[src/rtl/hazard_ctrl_if.sv]
// hazard_ctrl_if: ID-stage decode fields and EX jump resolution going into
// the hazard controller, and the stall / bubble / forwarding controls coming
// back out.
//   master : pipeline side (drives id_* and ex_jump_taken, reads controls)
//   slave  : hazard_ctrl side
interface hazard_ctrl_if #(
    parameter int REG_ADDR_W = 5
);
    logic                  id_valid;
    logic [REG_ADDR_W-1:0] id_rs1_addr;
    logic [REG_ADDR_W-1:0] id_rs2_addr;
    logic                  id_rs1_used;
    logic                  id_rs2_used;
    logic [REG_ADDR_W-1:0] id_rd_addr;
    logic                  id_writeback_en;
    logic                  id_writeback_from_mem;
    logic                  ex_jump_taken;

    logic                  skip;
    logic                  skip_instr;
    logic                  rs1_take_prev1;
    logic                  rs2_take_prev1;
    logic                  rs1_take_prev2;
    logic                  rs2_take_prev2;

    modport master (
        output id_valid, id_rs1_addr, id_rs2_addr, id_rs1_used, id_rs2_used,
               id_rd_addr, id_writeback_en, id_writeback_from_mem, ex_jump_taken,
        input  skip, skip_instr, rs1_take_prev1, rs2_take_prev1,
               rs1_take_prev2, rs2_take_prev2
    );

    modport slave (
        input  id_valid, id_rs1_addr, id_rs2_addr, id_rs1_used, id_rs2_used,
               id_rd_addr, id_writeback_en, id_writeback_from_mem, ex_jump_taken,
        output skip, skip_instr, rs1_take_prev1, rs2_take_prev1,
               rs1_take_prev2, rs2_take_prev2
    );
endinterface

[src/rtl/hazard_ctrl.sv]
// hazard_ctrl: hazard and forwarding controller beside the ID/EX register.
// Tracks the destinations of the instructions in EX (h1) and MEM (h2) and
// decides, in the same cycle as the ID inputs, whether the ID instruction is
// forwarded, stalled on a load-use dependency, or squashed after a taken jump.
//   clk  : clock, rising edge
//   rst  : asynchronous active-high reset; forces all outputs to 0 while high
//   bus  : hazard_ctrl_if.slave (ID fields, ex_jump_taken in; skip,
//          skip_instr and rsN_take_prevM out)
module hazard_ctrl #(
    parameter int REG_ADDR_W   = 5,
    parameter int LOAD_STALL   = 1,
    parameter int FLUSH_CYCLES = 2
) (
    input  logic          clk,
    input  logic          rst,
    hazard_ctrl_if.slave  bus
);
    typedef enum logic [1:0] {RUN, STALL, FLUSH} state_t;

    typedef struct packed {
        logic                  valid;
        logic [REG_ADDR_W-1:0] rd;
        logic                  wb_en;
        logic                  from_mem;
    } hist_t;

    localparam logic [1:0] STALL_LOAD = 2'(LOAD_STALL - 1);
    localparam logic [1:0] FLUSH_LOAD = 2'(FLUSH_CYCLES - 1);

    state_t     state_q, state_d;
    logic [1:0] cnt_q, cnt_d;
    hist_t      h1_q, h1_d, h2_q;

    logic rs1_m1, rs2_m1, rs1_m2, rs2_m2;
    logic load_use, skip, skip_instr;

    function automatic logic src_match(input hist_t h, input logic used,
                                       input logic [REG_ADDR_W-1:0] addr);
        return used && (addr != '0) && h.valid && h.wb_en && (h.rd == addr);
    endfunction

    assign rs1_m1 = src_match(h1_q, bus.id_rs1_used, bus.id_rs1_addr);
    assign rs2_m1 = src_match(h1_q, bus.id_rs2_used, bus.id_rs2_addr);
    assign rs1_m2 = src_match(h2_q, bus.id_rs1_used, bus.id_rs1_addr);
    assign rs2_m2 = src_match(h2_q, bus.id_rs2_used, bus.id_rs2_addr);

    // A load in EX has no result yet, so a consumer in ID must wait.
    assign load_use = bus.id_valid && h1_q.from_mem && (rs1_m1 || rs2_m1);

    always_comb begin
        skip       = 1'b0;
        skip_instr = 1'b0;
        state_d    = state_q;
        cnt_d      = cnt_q;
        case (state_q)
            RUN: begin
                if (bus.ex_jump_taken) begin
                    skip_instr = 1'b1;
                    if (FLUSH_CYCLES > 1) begin
                        state_d = FLUSH;
                        cnt_d   = FLUSH_LOAD;
                    end
                end else if (load_use) begin
                    skip       = 1'b1;
                    skip_instr = 1'b1;
                    if (LOAD_STALL > 1) begin
                        state_d = STALL;
                        cnt_d   = STALL_LOAD;
                    end
                end else begin
                    skip_instr = !bus.id_valid;
                end
            end
            STALL: begin
                skip_instr = 1'b1;
                if (bus.ex_jump_taken) begin
                    // The stalled instruction is on the wrong path: drop it.
                    if (FLUSH_CYCLES > 1) begin
                        state_d = FLUSH;
                        cnt_d   = FLUSH_LOAD;
                    end else begin
                        state_d = RUN;
                        cnt_d   = 2'd0;
                    end
                end else begin
                    skip  = 1'b1;
                    cnt_d = cnt_q - 2'd1;
                    if (cnt_q <= 2'd1) begin
                        state_d = RUN;
                        cnt_d   = 2'd0;
                    end
                end
            end
            FLUSH: begin
                skip_instr = 1'b1;
                if (bus.ex_jump_taken) begin
                    cnt_d = FLUSH_LOAD;
                end else begin
                    cnt_d = cnt_q - 2'd1;
                    if (cnt_q <= 2'd1) begin
                        state_d = RUN;
                        cnt_d   = 2'd0;
                    end
                end
            end
            default: begin
                state_d = RUN;
                cnt_d   = 2'd0;
            end
        endcase
    end

    always_comb begin
        h1_d = '0;
        if (bus.id_valid && !skip_instr) begin
            h1_d.valid    = 1'b1;
            h1_d.rd       = bus.id_rd_addr;
            h1_d.wb_en    = bus.id_writeback_en;
            h1_d.from_mem = bus.id_writeback_from_mem;
        end
    end

    always_ff @(posedge clk or posedge rst) begin
        if (rst) begin
            state_q <= RUN;
            cnt_q   <= 2'd0;
            h1_q    <= '0;
            h2_q    <= '0;
        end else begin
            state_q <= state_d;
            cnt_q   <= cnt_d;
            h1_q    <= h1_d;
            h2_q    <= h1_q;
        end
    end

    // Younger producer (EX) wins over MEM; a load in EX never forwards.
    assign bus.skip           = !rst && skip;
    assign bus.skip_instr     = !rst && skip_instr;
    assign bus.rs1_take_prev1 = !rst && !skip_instr && rs1_m1 && !h1_q.from_mem;
    assign bus.rs2_take_prev1 = !rst && !skip_instr && rs2_m1 && !h1_q.from_mem;
    assign bus.rs1_take_prev2 = !rst && !skip_instr && rs1_m2 && !rs1_m1;
    assign bus.rs2_take_prev2 = !rst && !skip_instr && rs2_m2 && !rs2_m1;
endmodule

[src/flat_wrapper.sv]
// flat-port wrapper written by rule: the top's interface ports become plain ports
module hazard_ctrl_flat 
#(
    parameter int REG_ADDR_W   = 5,
    parameter int LOAD_STALL   = 1,
    parameter int FLUSH_CYCLES = 2
)
  (clk, rst, bus_id_valid, bus_id_rs1_addr, bus_id_rs2_addr, bus_id_rs1_used, bus_id_rs2_used, bus_id_rd_addr, bus_id_writeback_en, bus_id_writeback_from_mem, bus_ex_jump_taken, bus_skip, bus_skip_instr, bus_rs1_take_prev1, bus_rs2_take_prev1, bus_rs1_take_prev2, bus_rs2_take_prev2);
  hazard_ctrl_if #(.REG_ADDR_W(REG_ADDR_W)) bus_i ();
  input  logic clk;
  input  logic rst;
  input wire logic [$bits(bus_i.id_valid)-1:0] bus_id_valid;
  input wire logic [$bits(bus_i.id_rs1_addr)-1:0] bus_id_rs1_addr;
  input wire logic [$bits(bus_i.id_rs2_addr)-1:0] bus_id_rs2_addr;
  input wire logic [$bits(bus_i.id_rs1_used)-1:0] bus_id_rs1_used;
  input wire logic [$bits(bus_i.id_rs2_used)-1:0] bus_id_rs2_used;
  input wire logic [$bits(bus_i.id_rd_addr)-1:0] bus_id_rd_addr;
  input wire logic [$bits(bus_i.id_writeback_en)-1:0] bus_id_writeback_en;
  input wire logic [$bits(bus_i.id_writeback_from_mem)-1:0] bus_id_writeback_from_mem;
  input wire logic [$bits(bus_i.ex_jump_taken)-1:0] bus_ex_jump_taken;
  output wire logic [$bits(bus_i.skip)-1:0] bus_skip;
  output wire logic [$bits(bus_i.skip_instr)-1:0] bus_skip_instr;
  output wire logic [$bits(bus_i.rs1_take_prev1)-1:0] bus_rs1_take_prev1;
  output wire logic [$bits(bus_i.rs2_take_prev1)-1:0] bus_rs2_take_prev1;
  output wire logic [$bits(bus_i.rs1_take_prev2)-1:0] bus_rs1_take_prev2;
  output wire logic [$bits(bus_i.rs2_take_prev2)-1:0] bus_rs2_take_prev2;
  assign bus_i.id_valid = bus_id_valid;
  assign bus_i.id_rs1_addr = bus_id_rs1_addr;
  assign bus_i.id_rs2_addr = bus_id_rs2_addr;
  assign bus_i.id_rs1_used = bus_id_rs1_used;
  assign bus_i.id_rs2_used = bus_id_rs2_used;
  assign bus_i.id_rd_addr = bus_id_rd_addr;
  assign bus_i.id_writeback_en = bus_id_writeback_en;
  assign bus_i.id_writeback_from_mem = bus_id_writeback_from_mem;
  assign bus_i.ex_jump_taken = bus_ex_jump_taken;
  assign bus_skip = bus_i.skip;
  assign bus_skip_instr = bus_i.skip_instr;
  assign bus_rs1_take_prev1 = bus_i.rs1_take_prev1;
  assign bus_rs2_take_prev1 = bus_i.rs2_take_prev1;
  assign bus_rs1_take_prev2 = bus_i.rs1_take_prev2;
  assign bus_rs2_take_prev2 = bus_i.rs2_take_prev2;
  hazard_ctrl #(.REG_ADDR_W(REG_ADDR_W), .LOAD_STALL(LOAD_STALL), .FLUSH_CYCLES(FLUSH_CYCLES)) u_core (.clk(clk), .rst(rst), .bus(bus_i));
endmodule
[config.mk]
export PLATFORM = sky130hd
export DESIGN_NAME = hazard_ctrl_flat
export DESIGN_NICKNAME = d
export VERILOG_FILES = /design/src/rtl/hazard_ctrl_if.sv /design/src/rtl/hazard_ctrl.sv /design/src/flat_wrapper.sv
export SDC_FILE = /design/constraint.sdc
export NUM_CORES = 1
export LEC_CHECK = 0
export ABC_CLOCK_PERIOD_IN_PS = 2700
export CAP_MARGIN = 20
export CORE_ASPECT_RATIO = 0.8
export CORE_MARGIN = 3
export CORE_UTILIZATION = 40
export CTS_BUF_LIST = sky130_fd_sc_hd__clkbuf_8
export DETAILED_ROUTE_END_ITERATION = 10
export DONT_BUFFER_PORTS = 1
export MAX_ROUTING_LAYER = met4
export SYNTH_ARGS = -nofsm -noshare
export SYNTH_HDL_FRONTEND = slang
export SYNTH_SLANG_ARGS = --single-unit
[constraint.sdc]
create_clock -name clk -period 2.7 [get_ports clk]
set_clock_uncertainty 0.1 [all_clocks]
set_input_delay 0.54 -clock clk [delete_from_list [all_inputs] [get_ports clk]]
set_output_delay 0.54 -clock clk [all_outputs]
set_load 0.01 [all_outputs]
Word-level counts from Yosys, hierarchy flattened:

Cells that the tools add are included.

* register bits after elaboration: 19
* output and inout port bits: 6
* word-level logic and storage cells: 76

* $add $sub $neg: 1
* magnitude comparators: 1
* equal/unequal tests: 8
* muxes and demuxes: 17
* reduce and logical (&&, ||, !) cells: 40

Operator list (count)
* logical AND 1 bit: 28
* equality test 5 bit: 4
* 2-to-1 mux 2 bit: 7
* nonzero test 5 bit: 2
* 2-to-1 mux 8 bit: 1
* zero test 1 bit: 6
* case mux 2 bit (3 select lines): 1
* 2-to-1 mux 1 bit: 5
* inequality test 2 bit (second input constant): 2
* case mux 1 bit (2 select lines): 2
* case mux 2 bit (2 select lines): 1
* equality test 2 x 1 -> 1 bit (second input constant): 1
* equality test 2 bit (second input constant): 1
* <= comparator 2 x 1 -> 1 bit (second input constant): 1
* zero test 2 bit: 1
* AND reduction 2 bit: 1
* OR reduction 2 bit: 1
* subtractor 2 x 1 -> 2 bit (second input constant): 1
* logical OR 1 bit: 1

Longest topological paths before layout:

Gate-level depths: netlist (run 1).

* depth in word-level cells: 14
* depth in mapped cells: 8

Worst setup path after synthesis (run 1):

Ideal clock, no wire load.

* path kind: in2out
* from: in bus_id_rs2_addr[1]
* to: out bus_rs2_take_prev1
* arrival time: 1765 ps
* data required time: 2060 ps
* slack: 295 ps
* stages: 4
* path buffers: 0
* path through: xnor2_1 > nand4_1 > or4_1 > nor4_1

* longest elaborated chain between the ends: 14
* elaborated cells on any way between the ends: 15
* those cells by class: eq/ne: 1; mux: 3; reduce/logical: 11

RTL lines
* from (decl): RTL line flat_wrapper.sv:14 `input wire logic [$bits(bus_i.id_rs2_addr)-1:0] bus_id_rs2_addr;`
* nonzero test 5 bit: RTL line hazard_ctrl.sv:39 `return used && (addr != '0) && h.valid && h.wb_en && (h.rd == addr);`
* logical AND 1 bit (3 in a row): RTL line hazard_ctrl.sv:39
* logical AND 1 bit *: RTL line hazard_ctrl.sv:39
* logical OR 1 bit: RTL line hazard_ctrl.sv:48 `assign load_use = bus.id_valid && h1_q.from_mem && (rs1_m1 || rs2_m1);`
* logical AND 1 bit: RTL line hazard_ctrl.sv:48
* 2-to-1 mux 1 bit: RTL line hazard_ctrl.sv:63 `end else if (load_use) begin`
* 2-to-1 mux 1 bit: RTL line hazard_ctrl.sv:57 `if (bus.ex_jump_taken) begin`
* case mux 1 bit (2 select lines): RTL line hazard_ctrl.sv:55 `case (state_q)`
* zero test 1 bit: RTL line hazard_ctrl.sv:141 `assign bus.rs2_take_prev1 = !rst && !skip_instr && rs2_m1 && !h1_q.from_mem;`
* logical AND 1 bit: RTL line hazard_ctrl.sv:141
* logical AND 1 bit * (2 in a row): RTL line hazard_ctrl.sv:141
* to (decl): RTL line flat_wrapper.sv:24 `output wire logic [$bits(bus_i.rs2_take_prev1)-1:0] bus_rs2_take_prev1;`

Mark *: on every way between the ends. The rest lies on a longest branch, timed or not.

Worst setup path in the final report (run 1):

* from: reg u_core.h1_q[6] (netlist bit)
* to: out bus_rs1_take_prev1

* longest elaborated chain between the ends: 11
* elaborated cells on any way between the ends: 13
* those cells by class: eq/ne: 2; mux: 3; reduce/logical: 8

RTL lines
* from (decl): RTL line hazard_ctrl.sv:32 `hist_t h1_q, h1_d, h2_q;`
* from (signal assigned): RTL line hazard_ctrl.sv:127 `h1_q <= '0;`
* from (signal assigned): RTL line hazard_ctrl.sv:132 `h1_q <= h1_d;`
* equality test 5 bit: RTL line hazard_ctrl.sv:39
* logical AND 1 bit: RTL line hazard_ctrl.sv:39
* logical OR 1 bit: RTL line hazard_ctrl.sv:48
* logical AND 1 bit: RTL line hazard_ctrl.sv:48
* 2-to-1 mux 1 bit: RTL line hazard_ctrl.sv:63
* 2-to-1 mux 1 bit: RTL line hazard_ctrl.sv:57
* case mux 1 bit (2 select lines): RTL line hazard_ctrl.sv:55
* zero test 1 bit: RTL line hazard_ctrl.sv:140 `assign bus.rs1_take_prev1 = !rst && !skip_instr && rs1_m1 && !h1_q.from_mem;`
* logical AND 1 bit: RTL line hazard_ctrl.sv:140
* logical AND 1 bit * (2 in a row): RTL line hazard_ctrl.sv:140
* to (decl): RTL line flat_wrapper.sv:23 `output wire logic [$bits(bus_i.rs1_take_prev1)-1:0] bus_rs1_take_prev1;`

Marked as above.

==> results of run 1 <==
routing by layer:
metal | part of all wire [%] | vias to the layer above | wire (µm)
li1 | - | 398 | -
met1 | 50 | 389 | 1200
met2 | 43 | 30 | 1030
met3 | 6.9 | 2 | 167
met4 | 0.54 | 0 | 13
met5 | 0 | - | 0
flip-flops by register name, indices dropped and copies added, names as in the netlist:
register	flops
u_core.cnt_q	2
u_core.h1_q	8
u_core.h2_q	7
u_core.state_q	2
logic make-up after synthesis:
group           count (synthesis)  synth area share (%)
simple gates                   37                  19.7
compound gates                 21                  14.6
xor+xnor                       20                  15.6
flops                          19                  42.4
buf+inv                         7                  2.34
fa+ha+maj                       4                  4.46
mux                             1                 0.892
power by group:
group          internal, W  switching [W]  leakage (nW)  total [W]
registers         0.000349      0.0000618         0.250   0.000411
clock network     0.000101      0.0000775        0.0269   0.000178
logic             0.000136       0.000166         0.252   0.000302
total             0.000585       0.000305         0.529   0.000891
worst paths after layout:
check / cells after the start / slack, ps / end
min: 2 / 150 / u_core.h1_q[7]
max reg2reg: 5 / 710 / u_core.h1_q[4]
min in group clk: 1 / 260 / u_core.cnt_q[1]
min reg2reg: 0 / 280 / u_core.h2_q[7]
max: 5 / 110 / bus_rs1_take_prev1
max in group asynchronous: 2 / 2150 / u_core.cnt_q[1]
per-stage QoR:
stage / total power (W) / hold WS, ps / setup slack (ps) / util, % / instance area (µm²)
finish: 0.000891 / 153 / 109 / 49.2 / 1260
global route: 0.000949 / 172 / -16.6 / 49.2 / 1260
CTS: 0.000892 / 148 / 7.17 / 48.3 / 1240
detailed placement: 0.000708 / 270 / 160 / 46.3 / 1190
global placement: 0.000694 / 259 / 194 / 46.3 / 1190
floorplan: 0.000641 / 254 / 295 / - / 1120
final cells by class:
type	count	area, µm²
Tap cell	36	45.0
Timing Repair Buffer	3	22.5
Fill cell	259	1300
Clock inverter	1	3.75
Sequential cell	19	475
Clock buffer	3	41.3
Multi-Input combinational cell	83	651
Inverter	6	22.5
what timing repair did:
| action | in CTS | in global routing |
|---|---|---|
| gates resized for setup | 1 | 5 |
| pin swaps | 0 | 1 |
| hold buffers | 0 | 0 |
| endpoints found under the setup margin | 1 | 3 |
layout by cell type, fill, tap and decap left out, drive strengths merged, types with 5 or more instances in the layout:
cell type and count:
dfrtp 19, xnor2 14, a21oi 10, inv 7, and2 7, xor2 6, nor4 6, nor2 5
nand3 5
critical path, stage by stage (launching register included):
cell and delay (ps):
dfrtp_1 430, xnor2_1 170, nand4_1 170, or4_4 550, nor4_2 230, buf_4 160
==> metrics.txt, run 1 <==
post-layout net count=143; status=complete, no violations; Warnings, synthesis=0; first drt pass iteration count=6; detailed-placement wirelength estimate=1.97 mm; clk slew on worst S/H paths=60 ps; area share of the leading cell type in the synthesized netlist=42.4%; proportion of register bits with asynchronous set or reset after synthesis=100%; number of ports placed on the die boundary=29; first-pass GRT wire length=3.64 mm; Core ar.=2560 µm²; arrival time of the worst setup path=1950 ps; number of DRC markers after the initial detailed-route iteration=20; count of buffers added by post-CTS timing repair for setup=0; total congestion overflow=0; cell type with the highest aggregate area in the netlist=dfrtp_1; die height=53.4 µm; Antenna Violating Nets Remaining=0; sequential cell area fraction in the yosys report=42.4%; routed via count=819; Post-Syn Instances=109; Routed wire per std cell=16.0 µm; number of global-route vias before repair=770; pin count of the biggest net entering global routing=21; clock buffer depth=2; final critical-path share of the clock period=96.0%; combined area of all synthesized cells=1120 µm²; kind of end point of the critical path=output pin; crit path time final=2590 ps; antenna violations before repair=0; max-slew violation total from the final report=0; Final GP Congestion=0.764; mean area per synthesized cell=10.3 µm²; layer carrying the most global-route usage=met1; number of cells in the finished layout apart from fillers=151; Max Cap Viol=0; number of unique standard cell types used by synthesis=30; flip-flop and latch count after synthesis=19; CP startpoint=u_core.h1_q[6]; number of cells in the design after placement=147; global-route met1 utilization=20.8%; initial core utilization=43.8%; number of buffers inserted by port buffering=0; maximum frequency from static timing analysis=386 MHz; Power per Cell Area=706 nW/µm²; worst IR drop on VDD=0.363 mV; path type of the worst setup path=flip-flop to output pin; vias per cell=5.42; Data required, critical path=2060 ps; global routing usage on met2=20.3%; layout cell share with drive strength beyond 1=14.8%; TritonCTS clock tree=yes; Leak Pwr=0.529 nW; top flip-flop cell by instance count after synthesis=dfrtp_1; Setup TNS=0 ps; max_slew headroom=66.7%; WL final=2.41 mm; CTS Root Buffer Type=clkbuf_8; launching point of the worst reg2reg path=u_core.state_q[0]; transition time at the pin with the least slew margin=498 ps; cell types with the highest counts after synthesis=19 x dfrtp_1, 14 x xnor2_1, 10 x a21oi_1, 7 x and2_1; Final Setup Violations=0; std cell rows=16; Die Span X=65.2 µm; total clock buffers created by CTS=3; highest net fanout along the worst path=3; cell with the most instances after synthesis=dfrtp_1; Worst setup SP type=flip-flop; Inserted Diodes=0; count of flip-flops with a built-in enable after synthesis=0; GR met3 Demand/Resource=2.34%; dominant cells by area after synthesis=dfrtp_1 42%, xnor2_1 11%, xor2_1 4.7%, a21oi_1 4.5%, ha_1 4.5%; number of remaining DRC errors=0; Worst Hold Class=primary input to asynchronous set/reset pin; total global routing track utilization=14.4%; area added between synthesis and finish=12.4%; clock sink count=19; H-tree depth reported by CTS=1; Worst-Skew Late Latency=240 ps; Synthesized Nets=136; die outline area=3480 µm²; hold violation count in the final report=0
No activity file was read; power rests on OpenSTA's default activity.
==> inputs of run 2 (changes only) <==
--- a/config.mk
+++ b/config.mk
@@ -12,8 +12,8 @@
 export CORE_UTILIZATION = 40
 export CTS_BUF_LIST = sky130_fd_sc_hd__clkbuf_8
 export DETAILED_ROUTE_END_ITERATION = 10
-export DONT_BUFFER_PORTS = 1
 export MAX_ROUTING_LAYER = met4
+export PLACE_DENSITY = 0.68
 export SYNTH_ARGS = -nofsm -noshare
 export SYNTH_HDL_FRONTEND = slang
 export SYNTH_SLANG_ARGS = --single-unit
==> metrics.txt, run 2 (synthesis gave the netlist of run 1 again) <==
clock sink count=19 (unchanged); maximum frequency from static timing analysis=371 MHz (was 386 MHz); area added between synthesis and finish=60.1% (was 12.4%); total global routing track utilization=19.7% (was 14.4%); path type of the worst setup path=primary input to output pin (was flip-flop to output pin); total clock buffers created by CTS=3 (unchanged); number of global-route vias before repair=995 (was 770); count of hold-fix buffers inserted at cts=0 (unchanged); final critical-path share of the clock period=99.7% (was 96.0%); antenna violations before repair=0 (unchanged); total congestion overflow=0 (unchanged); number of remaining DRC errors=0 (unchanged); Largest Register=u_core.h1_q (unchanged); WL final=3.28 mm (was 2.41 mm); layout cell share with drive strength beyond 1=41.9% (was 14.8%); Core ar.=2560 µm² (unchanged); instance area after placement=1620 µm² (was 1190 µm²); most used cells in the layout excluding fill and tap cells=24 x buf_4, 16 x dfrtp_1, 10 x xnor2_1, 10 x clkdlybuf4s50_1 (was 19 x dfrtp_1, 14 x xnor2_1, 9 x a21oi_1); post-layout net count=195 (was 143); Leak Pwr=0.810 nW (was 0.529 nW); worst hold margin=275 ps (was 153 ps); number of DRC markers after the initial detailed-route iteration=118 (was 20); TritonCTS clock tree=yes (unchanged); routed via count=1,072 (was 819); kind of end point of the critical path=output pin (unchanged); Crit-path slowest cell=or4_4 (unchanged); fill cell instance count of the final layout=192 (was 259); Worst-Skew Late Latency=260 ps (was 240 ps); first-pass GRT wire length=4.97 mm (was 3.64 mm); number of buffers inserted by port buffering=28 (was 0); critical path buffer and inverter count=2 (was 1); hold violation count in the final report=0 (unchanged); Max Cap Viol=0 (unchanged); transition time at the pin with the least slew margin=334 ps (was 498 ps); arrival time of the worst setup path=2050 ps (was 1950 ps); largest registers=u_core.h1_q (8), u_core.h2_q (7) (unchanged); Inserted Diodes=0 (unchanged); initial core utilization=43.8% (unchanged); Worst Hold Class=flip-flop to flip-flop (was primary input to asynchronous set/reset pin); critical hold path startpoint=u_core.h1_q[1]; first drt pass iteration count=4 (was 6); Hold Crit Depth=0; depth of the critical timing path with buffers and inverters included=7 (was 5); number of ports placed on the die boundary=29 (unchanged); Data required, critical path=2060 ps (about the same); launching point of the worst reg2reg path=u_core.h1_q[4] (was u_core.state_q[0]); crit path time final=2690 ps (was 2590 ps); area of combinational cells with multiple inputs=759 µm² (was 651 µm²); Antenna Violating Nets Remaining=0 (unchanged); worst IR drop on VDD=0.410 mV (was 0.363 mV); max_slew headroom=77.5% (was 66.7%); pin count of the biggest net entering global routing=21 (unchanged); FF/Latch Area=479 µm² (was 475 µm²); status=complete, no violations (unchanged); clock buffer depth=2 (unchanged); H-tree depth reported by CTS=1 (unchanged); RSZ-0062 raised after global routing=yes; post-route cell area=1800 µm² (was 1260 µm²); std cell rows=16 (unchanged); Final Setup Violations=0 (unchanged); Final GP Congestion=0.878 (was 0.764); largest delay contributor family on the critical path=simple AND/OR/NAND/NOR gates (unchanged); longest individual stage delay on the worst path=550 ps (about the same); Worst setup SP type=primary input (was flip-flop); count of cells along the worst register-to-register path=8 (was 5); most common cell after layout, fill and taps aside=buf_4 (was dfrtp_1); max-slew violation total from the final report=0 (unchanged); die outline area=3480 µm² (unchanged); flip-flop count of the largest register after layout=8 (unchanged); ordered cell list for the critical path=clkdlybuf4s15_2 -> or4_4 -> o21ai_4 -> or4_4 -> a21oi_2 -> o211a_1 -> buf_2 (was xnor2_1 -> nand4_1 -> or4_4 -> nor4_2 -> buf_4); Die Span X=65.2 µm (unchanged); die height=53.4 µm (unchanged); most common cell type on the critical path=or4_4; detailed-placement wirelength estimate=2.19 mm (was 1.97 mm); Routed wire per std cell=16.1 µm (was 16.0 µm); highest net fanout along the worst path=3 (unchanged); vias per cell=5.28 (was 5.42); CTS Root Buffer Type=clkbuf_8 (unchanged); Power per Cell Area=604 nW/µm² (was 706 nW/µm²); CP startpoint=bus_id_rs1_addr[4] (was u_core.h1_q[6]); clk slew on worst S/H paths=80 ps (was 60 ps)
==> run 2: cell count changes in the layout (fill, tap and decap cells not counted), sizes merged <==
cell / change
buf: +31
clkdlybuf4s50: +10
clkbuf: +4
clkdlybuf4s15: +3
dlygate4sd2: +3
clkinvlp: +1
dlymetal6s2s: +1
inv: -1
==> run 2: worst paths after layout <==
| kind | slack (ps) | endpoint |
|---|---|---|
| min in group asynchronous | 610 | u_core.state_q[0] |
| max | 8 | bus_skip |
| max reg2reg | 670 | u_core.h1_q[2] |
| min | 270 | u_core.h2_q[1] |
| max in group asynchronous | 1660 | u_core.h1_q[4] |
| min reg2reg | 270 | u_core.h2_q[1] |
==> run 2: timing repair <==
action | 4_1_cts | 5_1_grt
resized for setup | 61 | 23
setup buffers | 1 | 3
pin swaps | 18 | 17
endpoints found under the setup margin | 6 | 6
==> run 2: stage by stage <==
stage / TNS (ps) / utilization [%] / total power (W) / std cells / setup slack (ps)
finish: 0 / 70.1 / 0.00108 / 203 / 7.71
CTS: -27.3 / 67.0 / 0.00103 / 200 / -27.3
floorplan: 0 / - / 0.000641 / 109 / 295
global route: -195 / 70.1 / 0.00115 / 203 / -60.3
detailed placement: -4290 / 63.1 / 0.000806 / 195 / -741
global placement: -4090 / 63.1 / 0.000791 / 195 / -715
==> run 2: area by class of cell <==
class,count,area share [%]
Tap cell,36,2.51
Sequential cell,19,26.7
Clock inverter,1,0.418
Inverter,6,1.25
Timing Repair Buffer,55,24.6
Multi-Input combinational cell,83,42.3
Clock buffer,3,2.30
==> run 2: report_power, final <==
| part | switching [W] | total [W] | internal (W) |
|---|---|---|---|
| Combinational | 0.000233 | 0.000460 | 0.000227 |
| Sequential | 0.0000700 | 0.000420 | 0.000350 |
| Clock | 0.000100 | 0.000204 | 0.000104 |
==> run 2: metal layers <==
layer	global-route usage, %	up-vias	wire length, µm
li1	-	506	-
met1	25.6	511	1460
met2	31.9	49	1560
met3	3.82	6	221
met4	5.17	0	44
met5	-	-	0
